<file path="config.mk">
export PLATFORM = sky130hd
export DESIGN_NAME = nanop_out_port_flat
export DESIGN_NICKNAME = d
export VERILOG_FILES = /design/src/rtl/nanop_pkg.sv /design/src/rtl/nanop_out_port_if.sv /design/src/rtl/nanop_out_fifo.sv /design/src/rtl/nanop_out_port.sv /design/src/flat_wrapper.sv
export SDC_FILE = /design/constraint.sdc
export NUM_CORES = 1
export LEC_CHECK = 0
export CORE_MARGIN = 2
export CORE_UTILIZATION = 38
export CTS_BUF_LIST = sky130_fd_sc_hd__clkbuf_8 sky130_fd_sc_hd__clkbuf_16
export DETAILED_ROUTE_END_ITERATION = 16
export PLACE_DENSITY = 0.56
export SETUP_SLACK_MARGIN = 0.02
export SLEW_MARGIN = 20
export SYNTH_ARGS = -nofsm -noshare
export SYNTH_HDL_FRONTEND = slang
export SYNTH_SLANG_ARGS = --single-unit
</file>
<file path="constraint.sdc">
create_clock -name clk -period 8.6 [get_ports clk]
set_input_delay 1.72 -clock clk [delete_from_list [all_inputs] [get_ports clk]]
set_output_delay 1.72 -clock clk [all_outputs]
set_load 0.05 [all_outputs]
</file>
<file path="src/rtl/nanop_pkg.sv">
// nanop_pkg: definitions shared across the nanoprocessor blocks.
//   - Opcode encodings of the 4-bit instruction field.
//   - out_state_t: states of the OUT-port display FSM.
package nanop_pkg;

  localparam logic [3:0] OP_NOP = 4'h0;
  localparam logic [3:0] OP_LDA = 4'h1;
  localparam logic [3:0] OP_ADD = 4'h2;
  localparam logic [3:0] OP_SUB = 4'h3;
  localparam logic [3:0] OP_STA = 4'h4;
  localparam logic [3:0] OP_JMP = 4'h5;
  localparam logic [3:0] OP_OUT = 4'hE;
  localparam logic [3:0] OP_HLT = 4'hF;

  typedef enum logic {
    IDLE = 1'b0,
    SHOW = 1'b1
  } out_state_t;

endpackage

</file>
<file path="src/rtl/nanop_out_port_if.sv">
// nanop_out_port_if: bus between the CPU core / board and the OUT port.
//   out_valid, out_data, clear : driven by the master (core side)
//   leds, busy, full,
//   fifo_count, overflow       : driven by the slave (the OUT port)
interface nanop_out_port_if #(
  parameter int DEPTH = 4
);
  logic                       out_valid;
  logic [7:0]                 out_data;
  logic                       clear;
  logic [7:0]                 leds;
  logic                       busy;
  logic                       full;
  logic [$clog2(DEPTH):0]     fifo_count;
  logic                       overflow;

  modport master (
    output out_valid, out_data, clear,
    input  leds, busy, full, fifo_count, overflow
  );

  modport slave (
    input  out_valid, out_data, clear,
    output leds, busy, full, fifo_count, overflow
  );
endinterface

</file>
<file path="src/rtl/nanop_out_fifo.sv">
// nanop_out_fifo: DEPTH x WIDTH synchronous FIFO.
//   clk, reset  : clock and synchronous active-high reset
//   clear       : synchronous flush (same effect as reset)
//   push/push_data : write at tail, ignored when full
//   pop         : remove head, ignored when empty
//   head        : current head entry (valid while !empty)
//   count/full/empty : occupancy, all derived from the registered count
module nanop_out_fifo #(
  parameter int DEPTH = 4,
  parameter int WIDTH = 8
) (
  input  logic                   clk,
  input  logic                   reset,
  input  logic                   clear,
  input  logic                   push,
  input  logic [WIDTH-1:0]       push_data,
  input  logic                   pop,
  output logic [WIDTH-1:0]       head,
  output logic [$clog2(DEPTH):0] count,
  output logic                   full,
  output logic                   empty
);
  localparam int PW = $clog2(DEPTH);
  localparam int CW = PW + 1;

  logic [WIDTH-1:0] mem [DEPTH];
  logic [PW-1:0]    wr_ptr_q, wr_ptr_d;
  logic [PW-1:0]    rd_ptr_q, rd_ptr_d;
  logic [CW-1:0]    count_q, count_d;
  logic             push_ok, pop_ok;

  // full/empty come from the registered count, so a push while full is
  // dropped even when a pop frees a slot on the same edge.
  assign full    = (count_q == CW'(DEPTH));
  assign empty   = (count_q == '0);
  assign push_ok = push && !full;
  assign pop_ok  = pop && !empty;
  assign head    = mem[rd_ptr_q];
  assign count   = count_q;

  always_comb begin
    wr_ptr_d = wr_ptr_q;
    rd_ptr_d = rd_ptr_q;
    count_d  = count_q;
    if (push_ok) wr_ptr_d = wr_ptr_q + PW'(1);
    if (pop_ok)  rd_ptr_d = rd_ptr_q + PW'(1);
    case ({push_ok, pop_ok})
      2'b10:   count_d = count_q + CW'(1);
      2'b01:   count_d = count_q - CW'(1);
      default: count_d = count_q;
    endcase
  end

  always_ff @(posedge clk) begin
    if (reset || clear) begin
      wr_ptr_q <= '0;
      rd_ptr_q <= '0;
      count_q  <= '0;
    end else begin
      wr_ptr_q <= wr_ptr_d;
      rd_ptr_q <= rd_ptr_d;
      count_q  <= count_d;
    end
  end

  // Storage needs no reset; pointers define which entries are live.
  // A flush also blocks the write so a same-cycle value cannot reappear.
  always_ff @(posedge clk) begin
    if (push_ok && !reset && !clear) mem[wr_ptr_q] <= push_data;
  end

endmodule

</file>
<file path="src/rtl/nanop_out_port.sv">
// nanop_out_port: receiving end of the nanoprocessor OUT instruction.
// Each OUT value is queued and shown on the LEDs for HOLD_CYCLES cycles.
//   clk, reset : clock and synchronous active-high reset
//   bus        : slave side of nanop_out_port_if
//                (out_valid/out_data/clear in; leds/busy/full/
//                 fifo_count/overflow out)
module nanop_out_port
  import nanop_pkg::*;
#(
  parameter int DEPTH       = 4,
  parameter int HOLD_CYCLES = 25_000_000
) (
  input  logic                    clk,
  input  logic                    reset,
  nanop_out_port_if.slave         bus
);
  localparam int HW = $clog2(HOLD_CYCLES);
  localparam logic [HW-1:0] HOLD_LOAD = HW'(HOLD_CYCLES - 1);

  out_state_t       state_q, state_d;
  logic [HW-1:0]    counter_q, counter_d;
  logic [7:0]       leds_q, leds_d;
  logic             overflow_q, overflow_d;
  logic             pop;
  logic [7:0]       head;
  logic             full, empty;
  logic [$clog2(DEPTH):0] count;

  nanop_out_fifo #(
    .DEPTH (DEPTH),
    .WIDTH (8)
  ) u_fifo (
    .clk       (clk),
    .reset     (reset),
    .clear     (bus.clear),
    .push      (bus.out_valid),
    .push_data (bus.out_data),
    .pop       (pop),
    .head      (head),
    .count     (count),
    .full      (full),
    .empty     (empty)
  );

  // State register, hold counter, displayed value and sticky flag.
  always_ff @(posedge clk) begin
    if (reset || bus.clear) begin
      state_q    <= IDLE;
      counter_q  <= '0;
      leds_q     <= '0;
      overflow_q <= 1'b0;
    end else begin
      state_q    <= state_d;
      counter_q  <= counter_d;
      leds_q     <= leds_d;
      overflow_q <= overflow_d;
    end
  end

  // Next-state logic. Reloading straight from SHOW avoids a blank cycle
  // between queued values, so each value is held exactly HOLD_CYCLES.
  always_comb begin
    state_d   = state_q;
    counter_d = counter_q;
    leds_d    = leds_q;
    pop       = 1'b0;
    case (state_q)
      IDLE: begin
        if (!empty) begin
          pop       = 1'b1;
          leds_d    = head;
          counter_d = HOLD_LOAD;
          state_d   = SHOW;
        end
      end
      SHOW: begin
        if (counter_q != '0) begin
          counter_d = counter_q - HW'(1);
        end else if (!empty) begin
          pop       = 1'b1;
          leds_d    = head;
          counter_d = HOLD_LOAD;
        end else begin
          state_d = IDLE;
        end
      end
      default: state_d = IDLE;
    endcase
    overflow_d = overflow_q | (bus.out_valid & full);
  end

  // Outputs.
  always_comb begin
    bus.leds       = leds_q;
    bus.busy       = (state_q == SHOW);
    bus.full       = full;
    bus.fifo_count = count;
    bus.overflow   = overflow_q;
  end

endmodule

</file>
<file path="src/flat_wrapper.sv">
// flat-port wrapper written by rule: the top's interface ports become plain ports
module nanop_out_port_flat import nanop_pkg::*;
#(
  parameter int DEPTH       = 4,
  parameter int HOLD_CYCLES = 25_000_000
)
  (clk, reset, bus_out_valid, bus_out_data, bus_clear, bus_leds, bus_busy, bus_full, bus_fifo_count, bus_overflow);
  nanop_out_port_if #(.DEPTH(DEPTH)) bus_i ();
  input  logic clk;
  input  logic reset;
  input wire logic [$bits(bus_i.out_valid)-1:0] bus_out_valid;
  input wire logic [$bits(bus_i.out_data)-1:0] bus_out_data;
  input wire logic [$bits(bus_i.clear)-1:0] bus_clear;
  output wire logic [$bits(bus_i.leds)-1:0] bus_leds;
  output wire logic [$bits(bus_i.busy)-1:0] bus_busy;
  output wire logic [$bits(bus_i.full)-1:0] bus_full;
  output wire logic [$bits(bus_i.fifo_count)-1:0] bus_fifo_count;
  output wire logic [$bits(bus_i.overflow)-1:0] bus_overflow;
  assign bus_i.out_valid = bus_out_valid;
  assign bus_i.out_data = bus_out_data;
  assign bus_i.clear = bus_clear;
  assign bus_leds = bus_i.leds;
  assign bus_busy = bus_i.busy;
  assign bus_full = bus_i.full;
  assign bus_fifo_count = bus_i.fifo_count;
  assign bus_overflow = bus_i.overflow;
  nanop_out_port #(.DEPTH(DEPTH), .HOLD_CYCLES(HOLD_CYCLES)) u_core (.clk(clk), .reset(reset), .bus(bus_i));
endmodule
</file>
==> impl_metrics.toml <==
[clock_tree]
ctsHoldBuffers = 0
cts-resized-gates = 0
cts_max_path_buffers = 2
clock_latency_ps = 350
cts-root-buf = "clkbuf_8"
cts_sinks = 76
cts_made_buffers = 9
postCtsSetupRepairBufs = 0
path_clk_slew_ps = 90
cts_tree = "yes"
cts.htree.levels = 3

[cells_and_area]
layout.nets = 355
diodes = 0
drive_above_1_share_pct = 12.4
fin_util_pct = 44.5
area_growth_pct = 15.6

[placement]
gp_congestion = 0.794
hpwl_mm = 4.74
dp_slack_ps = 4810
portBuffers = 25

[logic_synthesis]
synth-async-reset-ratio_pct = 0
synth_cells = 315
synth_edf_count = 32
yosys_warnings = 0
avgSynthCellArea_sq_um = 11.1
syn_nets = 335
ys_seq_area_share_pct = 52.5
ys_ff_latch = 76
synthesis.area_sq_um = 3510
yosysUniqueCellTypes = 53
ys.flop_type = "dfxtp_1"

[sta]
tightest_slew_ps = 910
fin_crit_ps = 3560
finalSetupViolCount = 0
setup_slack_ps = 5040
skew_ps = 9.01
max-slew-margin-rel_pct = 39.3
fmax_ghz = 0.281
setup_tns_ps = 0
finalHoldViolations = 0
period_share_pct = 41.4
drv_slew = 0
rsz0062_at_grt = "no"

[die]
core_area_sq_um = 9110
rows = 35
die_h_microns = 100
ios = 26
start_util_pct = 38.5
die_area_sq_um = 10000
die_x_microns = 100

[worst_setup_path]
crit_family = "buffers and inverters"
crit_fanout = 5
worstSetupPathType = "register to output pin"
crit_required_ps = 6880
cp_slowest_stage_delay_ps = 810
cp_slowest_cell = "clkdlybuf4s50_1"
crit_buf_inv = 2
crit_path_end_kind = "output pin"
critPathArrivalTime_ps = 1840
rrSetupSlack_ps = 5520
cp_cell_sequence = "inv_1 > and3_1 > clkdlybuf4s50_1"
worst_setup_path_start_kind = "register"

[outcome]
outcome = "completed"

[global_route]
grt_pass1_wl_mm = 12.1
grt_pass1_vias = 2332
grt.total_usage_pct = 15.6
overflow = 0
grt_max_degree = 35
antenna_found_initial = 0

[route]
vias = 2460
ant_nets = 0
drt_iter0_drc = 85
via_per_inst = 5.45
wire_per_inst_microns = 15.9
finalWirelength_mm = 7.17
dr.pass1.iters = 4
drc_errors = 0

[worst_hold_path]
hp-class = "register to register"

[power]
ir_drop_mv = 0.118
p_per_area_nw_per_um2 = 233
total_leakage_power_uw = 0.00141
power_uw = 946

[run]
maxCapViolCount = 0
[area by class of cell]
cell class	instances	area, sq um
fill	892	5060
timing repair buffer	28	273
multi-input combinational	209	1530
inverter	11	41.3
tap	111	139
sequential	76	1840
clock buffer	9	124
clock inverter	7	106
[worst paths after layout]
kind / from / to / cells after the start
setup / recovery: u_core.u_fifo.count[0] / bus_full / 3
hold / removal: u_core.bus.leds[6] / u_core.bus.leds[6] / 2
setup reg to reg: u_core.counter_q[0] / u_core.u_fifo.count[2] / 14
hold reg to reg: u_core.bus.leds[6] / u_core.bus.leds[6] / 2
[worst register-to-register path, cell delays in order, from the launching register on]
cell and delay [ps]:
dfxtp_1 360, inv_1 90, ha_1 160, nor2b_1 290
nand4_4 180, o21ai_1 170, buf_4 300, nand2_1 150
inv_1 110, ha_1 180, inv_1 60, fa_1 370
xor2_1 160, or3_1 300, a21oi_1 140
[routing by layer]
metal	track usage [%]	vias to the layer above	wire (microns)
met5	0	-	0
met4	5.80	0	65
met3	3.97	5	276
met2	23.8	46	3320
met1	21.4	1176	3510
li1	-	1233	-
[placed cells by master, fill, tap and decap left out, types with 6 or more instances in the layout]
master | Yosys | layout
inv_1 | 11 | 11
mux4_2 | 8 | 8
o21ai_0 | 11 | 11
nand3_1 | 18 | 18
nand2_1 | 7 | 7
and3_1 | 6 | 6
a21oi_1 | 19 | 19
nor3_1 | 20 | 19
edfxtp_1 | 32 | 32
nor4_1 | 6 | 6
dfxtp_1 | 44 | 44
nor2_1 | 26 | 26
clkdlybuf4s50_1 | 0 | 25
ha_1 | 7 | 7
clkbuf_8 | 0 | 9
[sequential cells by signal (all words and copies together), names as in the netlist, named ones only]
register,flops
u_core.u_fifo.rd_ptr_q,2
u_core.u_fifo.mem,32
u_core.u_fifo.count,3
u_core.bus.busy,1
u_core.counter_q,25
u_core.bus.overflow,1
u_core.u_fifo.wr_ptr_q,2
u_core.bus.leds,8
[Yosys cell counts (all sizes together) (3+ instances only)]
| cell | n | share of area, % |
|---|---|---|
| buf | 11 | 2.0 |
| nor3 | 21 | 3.1 |
| nand3 | 18 | 2.6 |
| and3 | 6 | 1.1 |
| a211oi | 5 | 1.1 |
| edfxtp | 32 | 27 |
| o31ai | 3 | 0.64 |
| mux4 | 8 | 5.1 |
| or3 | 5 | 0.89 |
| or2 | 3 | 0.54 |
| nor4 | 9 | 2.9 |
| inv | 11 | 1.2 |
| o21ai | 13 | 1.9 |
| a21oi | 19 | 2.7 |
| mux2i | 5 | 1.4 |
| dfxtp | 44 | 25 |
| xnor2 | 3 | 0.75 |
| nor2 | 26 | 2.8 |
| clkbuf | 8 | 0.86 |
| o21a | 4 | 0.86 |
| and2 | 5 | 0.89 |
| ha | 7 | 2.5 |
| or4 | 3 | 0.64 |
| mux2 | 3 | 0.96 |
| nand2 | 7 | 0.75 |
| nand4 | 7 | 1.9 |
| xor2 | 5 | 1.2 |
[metrics by stage]
step / instance area [sq um] / hold WS, ps / std cells
floorplan: 3510 / 455 / 315
global placement: 3820 / 470 / 435
detailed placement: 3820 / 466 / 435
CTS: 4050 / 483 / 451
global route: 4050 / 506 / 451
finish: 4050 / 482 / 451
[where the power goes]
part           internal [uW]  total (uW)  switching (uW)
Combinational           85.8         222             136
Clock                    169         314             145
Sequential               390         410            19.9
Total                    645         946             301
[cell families (layout without fill, tap and decap cells)]
kind of cell | count (synthesis) | in the layout | share of synthesized area [%]
DFF | 76 | 76 | 52.5
buffers and inverters | 30 | 55 | 4.03
muxes | 16 | 16 | 7.53
and+or+nand+nor | 115 | 115 | 19.1
xor gates and xnor gates | 8 | 8 | 2.00
AOI/OAI and AO/OA | 62 | 62 | 11.7
adders and majority gates | 8 | 8 | 3.07
Power figures use the tool's default switching activity.
